File: src/rtl/alu_issue_ctrl_if.sv
// alu_issue_ctrl_if: decode-offer and ALU-issue bundle of the issue controller.
// master = decode/ALU side, slave = controller (dec_ready, alu_* driven by it).
interface alu_issue_ctrl_if;
    logic       dec_valid;
    logic       dec_ready;
    logic [9:0] dec_opcode;
    logic [6:0] dec_funct7;
    logic [4:0] dec_rs1;
    logic [4:0] dec_rs2;
    logic [4:0] dec_rd;
    logic       dec_uses_rs2;
    logic       alu_issue;
    logic [9:0] alu_opcode;
    logic [4:0] alu_rd;

    modport master (
        output dec_valid, dec_opcode, dec_funct7,
        output dec_rs1, dec_rs2, dec_rd, dec_uses_rs2,
        input  dec_ready, alu_issue, alu_opcode, alu_rd
    );

    modport slave (
        input  dec_valid, dec_opcode, dec_funct7,
        input  dec_rs1, dec_rs2, dec_rd, dec_uses_rs2,
        output dec_ready, alu_issue, alu_opcode, alu_rd
    );
endinterface

File: src/rtl/alu_issue_ctrl.sv
// alu_issue_ctrl: one-entry in-order issue stage with a 32-bit pending-write
// scoreboard and divide serialisation (ALU busy DIV_LATENCY cycles per div/rem).
// Ports: clk, reset (async, active low), bus (alu_issue_ctrl_if.slave:
// dec_* offer, dec_ready, alu_issue/alu_opcode/alu_rd), wb_valid/wb_rd
// (retire), flush (drop held entry), busy, stall_cycles.
// Option macro ALU_ISSUE_WB_BYPASS_EN: a same-cycle writeback masks its own
// scoreboard bit in the hazard check, saving one RAW stall cycle.
module alu_issue_ctrl #(
    parameter int DIV_LATENCY = 33
) (
    input  logic               clk,
    input  logic               reset,
    alu_issue_ctrl_if.slave    bus,
    input  logic               wb_valid,
    input  logic [4:0]         wb_rd,
    input  logic               flush,
    output logic               busy,
    output logic [31:0]        stall_cycles
);

    typedef enum logic {
        S_RUN  = 1'b0,
        S_LONG = 1'b1
    } state_t;

    localparam logic [7:0] LONG_LOAD = 8'(DIV_LATENCY - 1);

    state_t      state;
    logic [7:0]  cnt;

    logic        entry_valid;
    logic [9:0]  e_op;
    logic [6:0]  e_f7;
    logic [4:0]  e_rs1;
    logic [4:0]  e_rs2;
    logic [4:0]  e_rd;
    logic        e_u2;

    logic [31:0] sb;
    logic [31:0] sb_chk;
    logic [31:0] sb_nxt;

    logic        e_writes;
    logic        e_long;
    logic        hazard;
    logic        issue;
    logic        accept;

    always_comb begin
        e_writes = !(e_op[6:0] == 7'h23 ||
                     e_op[6:0] == 7'h63 ||
                     e_op[6:0] == 7'h0F) && (e_rd != 5'd0);
        e_long = (e_op[6:0] == 7'h33 || e_op[6:0] == 7'h3B) &&
                 (e_f7 == 7'b0000001) && e_op[9];
    end

`ifdef ALU_ISSUE_WB_BYPASS_EN
    // A retiring register is already readable this cycle.
    assign sb_chk = sb & ~({32{wb_valid}} & (32'd1 << wb_rd));
`else
    assign sb_chk = sb;
`endif

    always_comb begin
        hazard = 1'b0;
        if (e_rs1 != 5'd0 && sb_chk[e_rs1])
            hazard = 1'b1;
        if (e_u2 && e_rs2 != 5'd0 && sb_chk[e_rs2])
            hazard = 1'b1;
        if (e_writes && sb_chk[e_rd])
            hazard = 1'b1;
    end

    assign issue          = entry_valid && !hazard && (state == S_RUN);
    assign bus.alu_issue  = issue;
    assign bus.alu_opcode = e_op;
    assign bus.alu_rd     = e_rd;
    // A long op keeps the slot closed in its issue cycle; the follower
    // enters during LONG instead.
    assign bus.dec_ready  = !entry_valid || (issue && !e_long);
    assign accept         = bus.dec_valid && bus.dec_ready && !flush;
    assign busy           = entry_valid || (state == S_LONG) || (|sb);

    // Clear first, then set, so a same-cycle set wins.
    always_comb begin
        sb_nxt = sb;
        if (wb_valid)
            sb_nxt[wb_rd] = 1'b0;
        if (issue && e_writes)
            sb_nxt[e_rd] = 1'b1;
        sb_nxt[0] = 1'b0;
    end

    always_ff @(posedge clk or negedge reset) begin
        if (!reset) begin
            entry_valid <= 1'b0;
            e_op        <= '0;
            e_f7        <= '0;
            e_rs1       <= '0;
            e_rs2       <= '0;
            e_rd        <= '0;
            e_u2        <= 1'b0;
        end else if (flush) begin
            entry_valid <= 1'b0;
        end else if (accept) begin
            entry_valid <= 1'b1;
            e_op        <= bus.dec_opcode;
            e_f7        <= bus.dec_funct7;
            e_rs1       <= bus.dec_rs1;
            e_rs2       <= bus.dec_rs2;
            e_rd        <= bus.dec_rd;
            e_u2        <= bus.dec_uses_rs2;
        end else if (issue) begin
            entry_valid <= 1'b0;
        end
    end

    always_ff @(posedge clk or negedge reset) begin
        if (!reset) begin
            state <= S_RUN;
            cnt   <= '0;
        end else begin
            unique case (state)
                S_RUN: begin
                    if (issue && e_long) begin
                        state <= S_LONG;
                        cnt   <= LONG_LOAD;
                    end
                end
                S_LONG: begin
                    // Leave as the count reaches zero so the next
                    // issue lands exactly DIV_LATENCY cycles later.
                    if (cnt <= 8'd1) begin
                        state <= S_RUN;
                        cnt   <= '0;
                    end else begin
                        cnt <= cnt - 8'd1;
                    end
                end
            endcase
        end
    end

    always_ff @(posedge clk or negedge reset) begin
        if (!reset)
            sb <= '0;
        else
            sb <= sb_nxt;
    end

    always_ff @(posedge clk or negedge reset) begin
        if (!reset)
            stall_cycles <= '0;
        else if (entry_valid && !issue)
            stall_cycles <= stall_cycles + 32'd1;
    end

endmodule

File: src/flat_wrapper.sv
// flat-port wrapper written by rule: the top's interface ports become plain ports
module alu_issue_ctrl_flat 
#(
    parameter int DIV_LATENCY = 33
)
  (clk, reset, wb_valid, wb_rd, flush, busy, stall_cycles, bus_dec_valid, bus_dec_opcode, bus_dec_funct7, bus_dec_rs1, bus_dec_rs2, bus_dec_rd, bus_dec_uses_rs2, bus_dec_ready, bus_alu_issue, bus_alu_opcode, bus_alu_rd);
  alu_issue_ctrl_if bus_i ();
  input  logic clk;
  input  logic reset;
  input  logic wb_valid;
  input  logic [4:0] wb_rd;
  input  logic flush;
  output logic busy;
  output logic [31:0] stall_cycles;
  input wire logic [$bits(bus_i.dec_valid)-1:0] bus_dec_valid;
  input wire logic [$bits(bus_i.dec_opcode)-1:0] bus_dec_opcode;
  input wire logic [$bits(bus_i.dec_funct7)-1:0] bus_dec_funct7;
  input wire logic [$bits(bus_i.dec_rs1)-1:0] bus_dec_rs1;
  input wire logic [$bits(bus_i.dec_rs2)-1:0] bus_dec_rs2;
  input wire logic [$bits(bus_i.dec_rd)-1:0] bus_dec_rd;
  input wire logic [$bits(bus_i.dec_uses_rs2)-1:0] bus_dec_uses_rs2;
  output wire logic [$bits(bus_i.dec_ready)-1:0] bus_dec_ready;
  output wire logic [$bits(bus_i.alu_issue)-1:0] bus_alu_issue;
  output wire logic [$bits(bus_i.alu_opcode)-1:0] bus_alu_opcode;
  output wire logic [$bits(bus_i.alu_rd)-1:0] bus_alu_rd;
  assign bus_i.dec_valid = bus_dec_valid;
  assign bus_i.dec_opcode = bus_dec_opcode;
  assign bus_i.dec_funct7 = bus_dec_funct7;
  assign bus_i.dec_rs1 = bus_dec_rs1;
  assign bus_i.dec_rs2 = bus_dec_rs2;
  assign bus_i.dec_rd = bus_dec_rd;
  assign bus_i.dec_uses_rs2 = bus_dec_uses_rs2;
  assign bus_dec_ready = bus_i.dec_ready;
  assign bus_alu_issue = bus_i.alu_issue;
  assign bus_alu_opcode = bus_i.alu_opcode;
  assign bus_alu_rd = bus_i.alu_rd;
  alu_issue_ctrl #(.DIV_LATENCY(DIV_LATENCY)) u_core (.clk(clk), .reset(reset), .bus(bus_i), .wb_valid(wb_valid), .wb_rd(wb_rd), .flush(flush), .busy(busy), .stall_cycles(stall_cycles));
endmodule
File: config.mk
export PLATFORM = sky130hd
export DESIGN_NAME = alu_issue_ctrl_flat
export DESIGN_NICKNAME = d
export VERILOG_FILES = /design/src/rtl/alu_issue_ctrl_if.sv /design/src/rtl/alu_issue_ctrl.sv /design/src/flat_wrapper.sv
export SDC_FILE = /design/constraint.sdc
export NUM_CORES = 1
export LEC_CHECK = 0
export BUFFER_PORTS_ARGS = -buffer_cell sky130_fd_sc_hd__buf_2
export CAP_MARGIN = 25
export CORE_MARGIN = 2
export CORE_UTILIZATION = 45
export DETAILED_ROUTE_END_ITERATION = 10
export GPL_TIMING_DRIVEN = 1
export PLACE_DENSITY = 0.76
export SYNTH_ARGS = -nofsm -noshare
export SYNTH_HDL_FRONTEND = slang
export SYNTH_SLANG_ARGS = --single-unit
File: constraint.sdc
create_clock -name clk -period 3.8 [get_ports clk]
set_input_delay 1.14 -clock clk [delete_from_list [all_inputs] [get_ports clk]]
set_output_delay 1.14 -clock clk [all_outputs]
set_load 0.01 [all_outputs]
Word-level counts from Yosys, hierarchy flattened
Cells that the tools add are included.
{"block": "classes", "n_mux": 24, "n_bitwise": 5, "n_addsub": 2, "order_cmp": 7, "n_eq_ne": 7, "n_reduce_logical": 35}
{"operator": "two-way mux 32 bit", "n": 2}
{"operator": "adder 32 x 1 -> 32 bit (second input constant)", "n": 1}
{"operator": "bitwise AND 32 bit", "n": 1}
{"operator": "inverter 32 bit", "n": 1}
{"operator": "OR 32 bit", "n": 1}
{"operator": "OR reduction 31 bit", "n": 1}
{"operator": "< comparator 5 x 6 -> 1 bit (second input constant)", "n": 4}
{"operator": "equality test 7 x 6 -> 1 bit (second input constant)", "n": 3}
{"operator": "logical AND 1 bit", "n": 17}
{"operator": "two-way mux 8 bit", "n": 2}
{"operator": "one-hot mux 8 bit (2 select lines)", "n": 1}
{"operator": "binary-select mux 1 bit (select 5 bit)", "n": 3}
{"operator": "nonzero test 5 bit", "n": 3}
{"operator": "two-way mux 1 bit", "n": 13}
{"operator": "demux 1 bit (select 5 bit)", "n": 2}
{"operator": "greater-or-equal comparator 5 x 1 -> 1 bit (second input constant)", "n": 2}
{"operator": "less-or-equal comparator 8 x 1 -> 1 bit (second input constant)", "n": 1}
{"operator": "subtractor 8 x 1 -> 8 bit (second input constant)", "n": 1}
{"operator": "equality test 7 x 1 -> 1 bit (second input constant)", "n": 1}
{"operator": "equality test 7 x 4 -> 1 bit (second input constant)", "n": 1}
{"operator": "equality test 7 bit (second input constant)", "n": 1}
{"operator": "logical NOT 1 bit", "n": 6}
{"operator": "logical OR 1 bit", "n": 6}
{"operator": "nonzero test 3 bit", "n": 1}
{"operator": "other kinds (4)", "n": 5}
{"block": "word_totals", "out_inout_bits": 50, "regBits": 106}

Logic depth before layout (Yosys ltp)
Gate-level depths: netlist (run 1).
{"block": "logic_depth", "ltp_word": 16, "depth_mapped": 12, "ltp_nobuf": 8}

Least setup slack after synthesis (run 1)
No wires, ideal clock.
{"block": "synth_timing", "path_type": "reg-to-output", "from": "register u_core.e_rd[0], in the netlist u_core.bus.alu_rd[0]", "to": "output port bus_alu_issue", "stages_incl_launch_ff": 11, "arrival_ns": 2.434, "required_time_ns": 2.660, "slack_ns": 0.226, "path_buffers": 4, "path_cell_list": "dfrtp_1 buf_2 or2_2 buf_2 o32ai_1 or4_1 o31ai_1 or2_1 buf_4 buf_2 inv_1"}
{"block": "synth_between", "elab_chain_len": 7, "word_cells_on_any_way": 9, "classes_between": "3 x mux; 6 x reduce/logical"}
{"element": "start: declaration", "line": "alu_issue_ctrl.sv:36", "text": "logic [4:0] e_rd;"}
{"element": "start signal: assignment", "line": "alu_issue_ctrl.sv:111", "text": "e_rd <= bus.dec_rd;"}
{"element": "binary-select mux 1 bit (select 5 bit) / nonzero test 5 bit (equally long branches)", "line": "alu_issue_ctrl.sv:70, alu_issue_ctrl.sv:52"}
{"element": "two-way mux 1 bit (implied by the code) / logical AND 1 bit (equally long branches)", "line": "alu_issue_ctrl.sv:70, alu_issue_ctrl.sv:52"}
{"element": "logical AND 1 bit (*)", "line": "alu_issue_ctrl.sv:70", "text": "if (e_writes && sb_chk[e_rd])"}
{"element": "two-way mux 1 bit (*)", "line": "alu_issue_ctrl.sv:70"}
{"element": "logical NOT 1 bit (*)", "line": "alu_issue_ctrl.sv:74", "text": "assign issue = entry_valid && !hazard && (state == S_RUN);"}
{"element": "logical AND 1 bit (*) (2 in series)", "line": "alu_issue_ctrl.sv:74"}
{"element": "end: declaration", "line": "flat_wrapper.sv:23", "text": "output wire logic [$bits(bus_i.alu_issue)-1:0] bus_alu_issue;"}
Every way passes the cells marked *; elsewhere a longest branch is shown, timed or not. The select of a mux whose other input is x is not followed.

Final worst setup path (run 1)
{"block": "layout_timing", "from": "register u_core.e_rs1[0]", "to": "output port bus_alu_issue"}
{"block": "layout_between", "elab_chain_len": 9, "word_cells_on_any_way": 10, "classes_between": "5 x mux; 5 x reduce/logical"}
{"element": "start: declaration", "line": "alu_issue_ctrl.sv:34", "text": "logic [4:0] e_rs1;"}
{"element": "start signal: assignment", "line": "alu_issue_ctrl.sv:109", "text": "e_rs1 <= bus.dec_rs1;"}
{"element": "binary-select mux 1 bit (select 5 bit)", "line": "alu_issue_ctrl.sv:66", "text": "if (e_rs1 != 5'd0 && sb_chk[e_rs1])"}
{"element": "two-way mux 1 bit (implied by the code)", "line": "alu_issue_ctrl.sv:66"}
{"element": "logical AND 1 bit (*)", "line": "alu_issue_ctrl.sv:66"}
{"element": "two-way mux 1 bit (*)", "line": "alu_issue_ctrl.sv:66"}
{"element": "two-way mux 1 bit (*)", "line": "alu_issue_ctrl.sv:68", "text": "if (e_u2 && e_rs2 != 5'd0 && sb_chk[e_rs2])"}
{"element": "two-way mux 1 bit (*)", "line": "alu_issue_ctrl.sv:70"}
{"element": "logical NOT 1 bit (*)", "line": "alu_issue_ctrl.sv:74"}
{"element": "logical AND 1 bit (*) (2 in series)", "line": "alu_issue_ctrl.sv:74"}
Marks and branches as above.

==> summary.md, run 1 <==
| Metric | Value |
|---|---|
| Run status | finished, final reports clean |
| Pin count of the biggest net entering global routing | 65 |
| Tot Pwr | 3.66 mW |
| Chip width | 117 um |
| Critical Path Source Type | register |
| Clock latency on the worst-skew pair | 0.34 ns |
| Leakage power of the design | 2.92 nW |
| Number of core rows | 41 |
| Wire length of the first global-routing pass | 23.9 mm |
| Max Buffers Root-to-Sink | 2 |
| Net count of the finished layout | 659 |
| Length of routed met3 wiring | 1.28 mm |
| Worst endpoint data arrival time | 2.58 ns |
| Effective utilization at floorplan | 45.8% |
| Number of warnings reported in the yosys synthesis log | 0 |
| Maximum capacitance violations | 0 |
| Uppermost signal routing layer after detailed routing | met4 |
| Routed length on met1 | 6.10 mm |
| Detailed-routed wire length on met2 | 7.40 mm |
| Worst slew pin tran | 0.629 ns |
| Peak clock frequency supported by timing | 0.269 GHz |
| Fin crit share | 97.9% |
| Final setup skew | 0.0107 ns |
| Initial detailed-routing violation count | 501 |
| Number of global-route vias before repair | 4,651 |
| Setup Viol. Count Final | 0 |
| Total I/O pin count | 93 |
| Synth-to-layout area growth | 18.2% |
| CP Class | reg -> out |
| Flops & latches, synth | 106 |
| Via total after detailed routing | 4,804 |
| Crit. End Element | primary output |
| Relative max-transition margin | 57.7% |
| Class of the tightest hold or removal check | reg -> reg |
| Distinct cell type count after synthesis | 58 |
| Total global-route track usage | 22.6% |
| Main flop type after synthesis | sky130_fd_sc_hd__dfrtp_1 |
| Wire length per cell after detailed routing | 19.4 um |
| Share of the yosys chip area belonging to registers | 46.1% |
| Fraction of registers with async set or reset after synthesis | 100% |
| Min cycle time layout | 3.72 ns |
| DRT Pass-1 Iters | 6 |
| Final hold viol count | 0 |
| Full die area | 13,700 um2 |
| Number of clock sinks | 106 |
| Clock slew seen by the registers of the worst setup and hold paths | 0.07 ns |
| Per-instance average area after synthesis | 11.1 um2 |
| Overflow after GRT | 0 |
| Number of input and output port buffers inserted | 92 |
| Worst-case vdd ir drop | 0.400 mV |
| CTS tree | yes |
| Number of antenna violations at the first check in global routing | 0 |
| Number of vias per cell | 6.10 |
| Depth of the CTS H-tree | 3 |
| Post-synth EDFFs | 0 |
| Y dimension of the die | 117 um |
| Synthesized area | 5760 um2 |
| Clock buffer count from CTS | 9 |
| Number of antenna-violating nets in the routed design | 0 |
| Sum of routed wire length over all layers | 15.3 mm |
| Root Driver | sky130_fd_sc_hd__clkbuf_16 |
| Core Footprint | 12,600 um2 |
| PwrDens | 538 nW/um2 |
| Worst Path Required | 2.66 ns |
| Number of fill cells | 1,100 |
| Max-slew violation count | 0 |
| RSZ-0062 raised after global routing | yes |
| Fraction of final layout cells with drive strength greater than 1 | 31.0% |
| Worst-path fanout max | 8 |
| Cells after Synth | 518 |
| Placer Congestion | 0.954 |
| Remaining DRCs | 0 |
| HPWL Detailed | 10.8 mm |
| Total negative slack for setup checks | 0 ns |
| Nets in the synthesized netlist | 564 |
| # diodes | 0 |
| Number of buffers inserted for hold repair after clock tree synthesis | 0 |
-- critical path, cell delays in order, from the launching register on --
cell                      delay, ns
sky130_fd_sc_hd__dfrtp_2       0.50
sky130_fd_sc_hd__mux4_2        0.54
sky130_fd_sc_hd__nand4_1       0.10
sky130_fd_sc_hd__nand4_1       0.15
sky130_fd_sc_hd__nor4_4        0.37
sky130_fd_sc_hd__o31ai_4       0.16
sky130_fd_sc_hd__or2_4         0.27
sky130_fd_sc_hd__inv_2         0.06
sky130_fd_sc_hd__buf_6         0.09
-- final timing paths --
| check | from | endpoint | slack (ns) | cells after the start |
|---|---|---|---|---|
| hold / removal | u_core.stall_cycles[31] | u_core.stall_cycles[31] | 0.47 | 1 |
| min in group asynchronous | reset | u_core.cnt[7] | 0.79 | 1 |
| setup reg to reg | u_core.e_rs1[0] | u_core.bus.alu_opcode[6] | 0.72 | 9 |
| setup / recovery | u_core.e_rs1[0] | bus_alu_issue | 0.08 | 8 |
| max in group asynchronous | reset | u_core.bus.alu_rd[3] | 2.26 | 2 |
| hold reg to reg | u_core.stall_cycles[31] | u_core.stall_cycles[31] | 0.47 | 1 |
-- metal layers --
layer | vias up | global-route usage, %
met3 | 49 | 5.20
li1 | 2153 | -
met5 | - | 0
met4 | 0 | 9.41
met1 | 2348 | 28.6
met2 | 254 | 37.4
-- cell families (layout without fill, tap and decap cells) --
family	Yosys count	count (layout)	synth area share, %
AND/OR/NAND/NOR	164	164	16.0
AO/OA/AOI/OAI	109	109	12.9
flip-flops	106	106	46.1
multiplexers	57	57	15.4
buffers and inverters	45	143	3.76
XOR/XNOR	34	34	5.17
adder cells (fa/ha/maj)	3	3	0.652
-- flip-flops by register name (all words and copies together), names as in the netlist, 5 cells and up --
register and cells:
u_core.bus.alu_rd 5, u_core.e_rs2 5, u_core.sb 31, u_core.bus.alu_opcode 10
u_core.stall_cycles 32, u_core.cnt 8, u_core.e_f7 7, u_core.e_rs1 5
-- per-stage QoR --
step                      cell area, um2  hold slack (ns)  instances  setup WS [ns]  util [%]
final                               6810            0.470        788         0.0806      54.1
after global routing                6810            0.488        788        -0.0653      54.1
after CTS                           6740            0.470        786        -0.0265      53.6
after detailed placement            6440            0.461        771         0.0885      51.2
after global placement              6440            0.455        771          0.235      51.2
after floorplan                     5760            0.467        518          0.226         -
-- where the power goes --
group / switching (mW) / internal [mW]
combinational: 0.536 / 0.570
sequential: 0.325 / 1.33
clock: 0.393 / 0.503
-- synthesized netlist by cell type, drive strengths merged (2+ instances only) --
cell type / count / area (um2)
a32o: 6 / 60.1
buf: 22 / 130
nor3: 13 / 65.1
o21ai: 38 / 190
o22ai: 3 / 18.8
a31oi: 2 / 12.5
nor4: 11 / 68.8
o22a: 2 / 17.5
inv: 14 / 52.6
nand2b: 4 / 25.0
nand4b: 3 / 26.3
xnor2: 33 / 289
nor4b: 2 / 17.5
nor2: 19 / 71.3
nor3b: 2 / 15.0
ha: 3 / 37.5
or3b: 4 / 35.0
mux4: 16 / 360
nor2b: 4 / 25.0
or3: 5 / 31.3
nand2: 26 / 105
o32ai: 2 / 17.5
o31ai: 35 / 277
and2: 2 / 12.5
nand3: 25 / 125
o211ai: 2 / 15.0
nand4: 17 / 106
mux2i: 8 / 80.1
a21oi: 8 / 40.0
mux2: 33 / 447
or2: 2 / 12.5
dfrtp: 106 / 2650
or4: 3 / 22.5
and3: 7 / 43.8
nand3b: 13 / 97.6
a211oi: 2 / 15.0
clkbuf: 9 / 33.8
-- what timing repair did --
action / CTS / global route
setup endpoints to repair: 2 / 2
setup buffers: 1 / 1
resized for setup: 5 / 9
pin swaps: 2 / 4
hold endpoints to repair: 0 / 0
-- cell type report --
cell class                      count  area (um2)  share of cell area (%)
Multi-Input combinational cell    367        2930                    43.1
Sequential cell                   106        2660                    39.1
Timing Repair Buffer              115         674                    9.91
Clock buffer                       11         233                    3.42
Tap cell                          172         215                    3.16
Inverter                           14        52.6                   0.772
Clock inverter                      3        42.5                   0.625
-- placed cells by master (no fill, tap or decap), types with 3 or more instances in the layout --
master,count
sky130_fd_sc_hd__mux2_1,4
sky130_fd_sc_hd__buf_4,22
sky130_fd_sc_hd__o21ai_0,34
sky130_fd_sc_hd__or3b_2,4
sky130_fd_sc_hd__ha_1,3
sky130_fd_sc_hd__o22ai_1,3
sky130_fd_sc_hd__inv_1,13
sky130_fd_sc_hd__and3_1,7
sky130_fd_sc_hd__buf_2,90
sky130_fd_sc_hd__nand2_1,25
sky130_fd_sc_hd__nor2b_1,4
sky130_fd_sc_hd__a21oi_1,8
sky130_fd_sc_hd__nand2b_1,4
sky130_fd_sc_hd__xnor2_1,33
sky130_fd_sc_hd__nor3_1,13
sky130_fd_sc_hd__o21ai_1,3
sky130_fd_sc_hd__nand4b_1,3
sky130_fd_sc_hd__mux2i_1,8
sky130_fd_sc_hd__or3_1,5
sky130_fd_sc_hd__o31ai_1,33
sky130_fd_sc_hd__dfrtp_2,4
sky130_fd_sc_hd__mux2_2,9
sky130_fd_sc_hd__mux2_4,20
sky130_fd_sc_hd__mux4_2,16
sky130_fd_sc_hd__nand3_1,25
sky130_fd_sc_hd__clkbuf_16,9
sky130_fd_sc_hd__or4_1,3
sky130_fd_sc_hd__a32o_1,6
sky130_fd_sc_hd__nand4_1,17
sky130_fd_sc_hd__nor2_1,19
sky130_fd_sc_hd__dfrtp_1,102
sky130_fd_sc_hd__nand3b_1,13
sky130_fd_sc_hd__nor4_1,10
Note: power is estimated with default switching activity, not from simulation.
==> inputs of run 2 (changes only) <==
--- a/config.mk
+++ b/config.mk
@@ -8,10 +8,10 @@
 export BUFFER_PORTS_ARGS = -buffer_cell sky130_fd_sc_hd__buf_2
 export CAP_MARGIN = 25
 export CORE_MARGIN = 2
-export CORE_UTILIZATION = 45
+export CORE_UTILIZATION = 50
 export DETAILED_ROUTE_END_ITERATION = 10
 export GPL_TIMING_DRIVEN = 1
-export PLACE_DENSITY = 0.76
+export PLACE_DENSITY = 0.82
 export SYNTH_ARGS = -nofsm -noshare
 export SYNTH_HDL_FRONTEND = slang
 export SYNTH_SLANG_ARGS = --single-unit
==> run 2 against run 1 <==
  * Power is 7.0% higher
  * Sequential cell count stayed put
  * Die area is 9.7% lower
  * Largest cell class unchanged
  * Combinational power hardly changed
  * Maximum frequency is 1.0% lower
  * First-iteration DRC count is 17% higher
  * Wire length is 0.62% lower
==> summary.md, run 2 (synthesized netlist as in run 1, its figures left out) <==
| Metric | Value |
|---|---|
| Worst-case vdd ir drop | 0.410 mV (+2.5%) |
| Number of core rows | 39 (-4.9%) |
| Relative max-transition margin | 54.9% (-2.8 points) |
| Full die area | 12,400 um2 (-9.7%) |
| Via total after detailed routing | 4,828 (+0.50%) |
| Core Footprint | 11,300 um2 (-9.9%) |
| Effective utilization at floorplan | 50.9% (+5.0 points) |
| Kind of cell with the highest combined delay on the critical path | simple AND/OR/NAND/NOR gates |
| Net switching power of the design | 1.29 mW (+3.0%) |
| Number of buffers and inverters on the critical path | 4 (+2) |
| Clock slew seen by the registers of the worst setup and hold paths | 0.07 ns (about the same) |
| Number of antenna violations at the first check in global routing | 0 (unchanged) |
| Hold Worst Slack | 0.475 ns (+0.00490 ns) |
| Clock buffer count from CTS | 9 (unchanged) |
| Fin crit share | 98.9% (+1.0 points) |
| Launching instance or port of the critical path | u_core.e_rs1[0] |
| Final worst-path setup slack | 0.0418 ns (-0.0388 ns) |
| Top register by number of flip-flops | u_core.stall_cycles |
| Remaining DRCs | 0 (unchanged) |
| Worst slack at placement | 0.0960 ns (+0.00750 ns) |
| Area used by multi-input combinational logic | 2970 um2 (+1.3%) |
| Wire length of the first global-routing pass | 24.6 mm (+3.0%) |
| Library cell appearing most often on the critical path | sky130_fd_sc_hd__buf_6 |
| Final setup skew | 0.00775 ns (-0.00296 ns) |
| Class of the tightest hold or removal check | reg -> reg |
| Critical Path Source Type | register |
| Root Driver | sky130_fd_sc_hd__clkbuf_16 |
| RSZ-0062 raised after global routing | yes |
| Sum of routed wire length over all layers | 15.2 mm (-0.62%) |
| Worst stage delay on the critical path | 0.52 ns (-0.02 ns) |
| Pin count of the biggest net entering global routing | 64 (-1.5%) |
| Tot Pwr | 3.92 mW (+7.0%) |
| CTS tree | yes |
| Run status | finished, final reports clean |
| Peak clock frequency supported by timing | 0.266 GHz (-1.0%) |
| Combinational fraction of design power | 28.2% (-2.0 points) |
| Overflow after GRT | 0 (unchanged) |
| Number of buffers inserted for hold repair after clock tree synthesis | 0 (unchanged) |
| Synth-to-layout area growth | 20.2% |
| Number of global-route vias before repair | 4,853 (+4.3%) |
| Flip-flop count of the largest register, all copies and words added | 32 (unchanged) |
| Clock latency on the worst-skew pair | 0.35 ns (about the same) |
| Cell internal power dissipation | 2.63 mW (+9.1%) |
| Fraction of final layout cells with drive strength greater than 1 | 32.3% (+1.3 points) |
| Leakage power of the design | 2.98 nW (+2.3%) |
| Y dimension of the die | 111 um (-5.0%) |
| Setup Viol. Count Final | 0 (unchanged) |
| Share of power burned in the clock network | 28.9% (+4.4 points) |
| Worst endpoint data arrival time | 2.62 ns (+0.04 ns) |
| Layout Utilization | 61.2% (+7.0 points) |
| Max Buffers Root-to-Sink | 2 (unchanged) |
| Number of clock sinks | 106 (unchanged) |
| # diodes | 0 (unchanged) |
| Placer Congestion | 1.04 (+8.8%) |
| Cells traversed along the worst timing path | buf_6 > buf_6 > mux4_2 > nor2b_4 > nor4_4 > nor4_4 > o31ai_4 > or2_4 > inv_2 > buf_6 |
| Final hold viol count | 0 (unchanged) |
| Total global-route track usage | 24.6% (+2.0 points) |
| Worst-path fanout max | 4 (-4) |
| Cell with the largest stage delay on the worst path | sky130_fd_sc_hd__mux4_2 |
| Leading cell type in the layout, fill and taps excluded | sky130_fd_sc_hd__dfrtp_1 |
| Number of vias per cell | 6.33 (+3.8%) |
| DRT Pass-1 Iters | 7 (+1) |
| Initial detailed-routing violation count | 584 (+17%) |
| HPWL Detailed | 10.5 mm (-2.2%) |
| Min cycle time layout | 3.76 ns (+0.0388 ns) |
| Wire length per cell after detailed routing | 19.9 um (+2.6%) |
| Seq pwr share | 43.0% (-2.3 points) |
| Total negative slack for setup checks | 0 ns (unchanged) |
| Crit. End Element | primary output |
| Commonest cells after routing, fill and taps aside | sky130_fd_sc_hd__dfrtp_1, sky130_fd_sc_hd__buf_2, sky130_fd_sc_hd__o21ai_0 |
| Worst slew pin tran | 0.671 ns (+0.0414 ns) |
| Max-slew violation count | 0 (unchanged) |
| Net count of the finished layout | 661 (+0.30%) |
| Number of antenna-violating nets in the routed design | 0 (unchanged) |
| Depth of the CTS H-tree | 3 (unchanged) |
| CP Class | reg -> out |
| Total I/O pin count | 93 (unchanged) |
| Chip width | 111 um (-5.0%) |
| Area occupied by registers | 2660 um2 (unchanged) |
| Worst Path Required | 2.66 ns (about the same) |
| Number of input and output port buffers inserted | 92 (unchanged) |
| RR Startpoint | u_core.e_rs1[0] |
| Switching fraction of total power | 33.0% (-1.3 points) |
| PwrDens | 566 nW/um2 (+5.2%) |
| Number of fill cells | 886 (-19%) |
| Hold Startpoint | u_core.stall_cycles[31] |
| Maximum capacitance violations | 0 (unchanged) |
run 2: cell count changes in the layout (fill, tap and decap cells not counted), sizes merged:
cell    previous run  this run
bufinv             1         4
buf              115       117
clkbuf            11         9
clkinv             1         2
run 2: path summary, 6_finish.rpt:
| path | cells past startpoint | slack [ns] | to |
|---|---|---|---|
| min in group asynchronous | 1 | 0.79 | u_core.cnt[1] |
| max in group asynchronous | 2 | 2.28 | u_core.e_rs2[0] |
| max | 10 | 0.04 | bus_alu_issue |
| max reg2reg | 11 | 0.69 | u_core.bus.alu_opcode[3] |
| min | 1 | 0.48 | u_core.stall_cycles[31] |
| min reg2reg | 1 | 0.48 | u_core.stall_cycles[31] |
run 2: routing by layer:
layer	track usage (%)	wire length, um
met1	31.4	6000
met2	40.5	7380
met3	5.85	1270
met4	10.1	529
met5	0	0
run 2: worst register-to-register path, cell delays in order (launching register included):
cell                      delay (ns)
sky130_fd_sc_hd__dfrtp_2        0.40
sky130_fd_sc_hd__buf_6          0.12
sky130_fd_sc_hd__buf_6          0.09
sky130_fd_sc_hd__mux4_2         0.52
sky130_fd_sc_hd__nor2b_4        0.16
sky130_fd_sc_hd__nor4_4         0.05
sky130_fd_sc_hd__nor4_4         0.34
sky130_fd_sc_hd__o31ai_4        0.16
sky130_fd_sc_hd__o31ai_4        0.23
sky130_fd_sc_hd__buf_4          0.20
sky130_fd_sc_hd__nand2_4        0.29
sky130_fd_sc_hd__mux2_1         0.45
run 2: power groups by stage:
stage               Sequential (mW)  Clock [mW]  Combinational, mW
floorplan                      1.55           0              0.733
global placement               1.67           0              0.950
detailed placement             1.68           0              0.980
CTS                            1.66        1.14               1.00
global route                   1.70        1.19               1.20
finish                         1.68        1.13               1.10
run 2: stage by stage:
stage / cells / cell area (um2)
4_1_cts: 755 / 6760
5_1_grt: 763 / 6920
3_3_place_gp: 737 / 6360
2_1_floorplan: 518 / 5760
6_report: 763 / 6920
3_5_place_dp: 737 / 6360
run 2: final cells by class:
cell class,count,share of cell area [%]
clock buffer,9,3.25
clock inverter,7,2.04
inverter,14,0.759
multi-input combinational,367,42.9
sequential,106,38.4
tap,143,2.58
timing repair buffer,117,10.1
run 2: repair_timing:
item | 4_1_cts | 5_1_grt
setup endpoints to repair | 2 | 2
pin swaps | 0 | 4
resized for setup | 3 | 21
setup buffers | 2 | 7
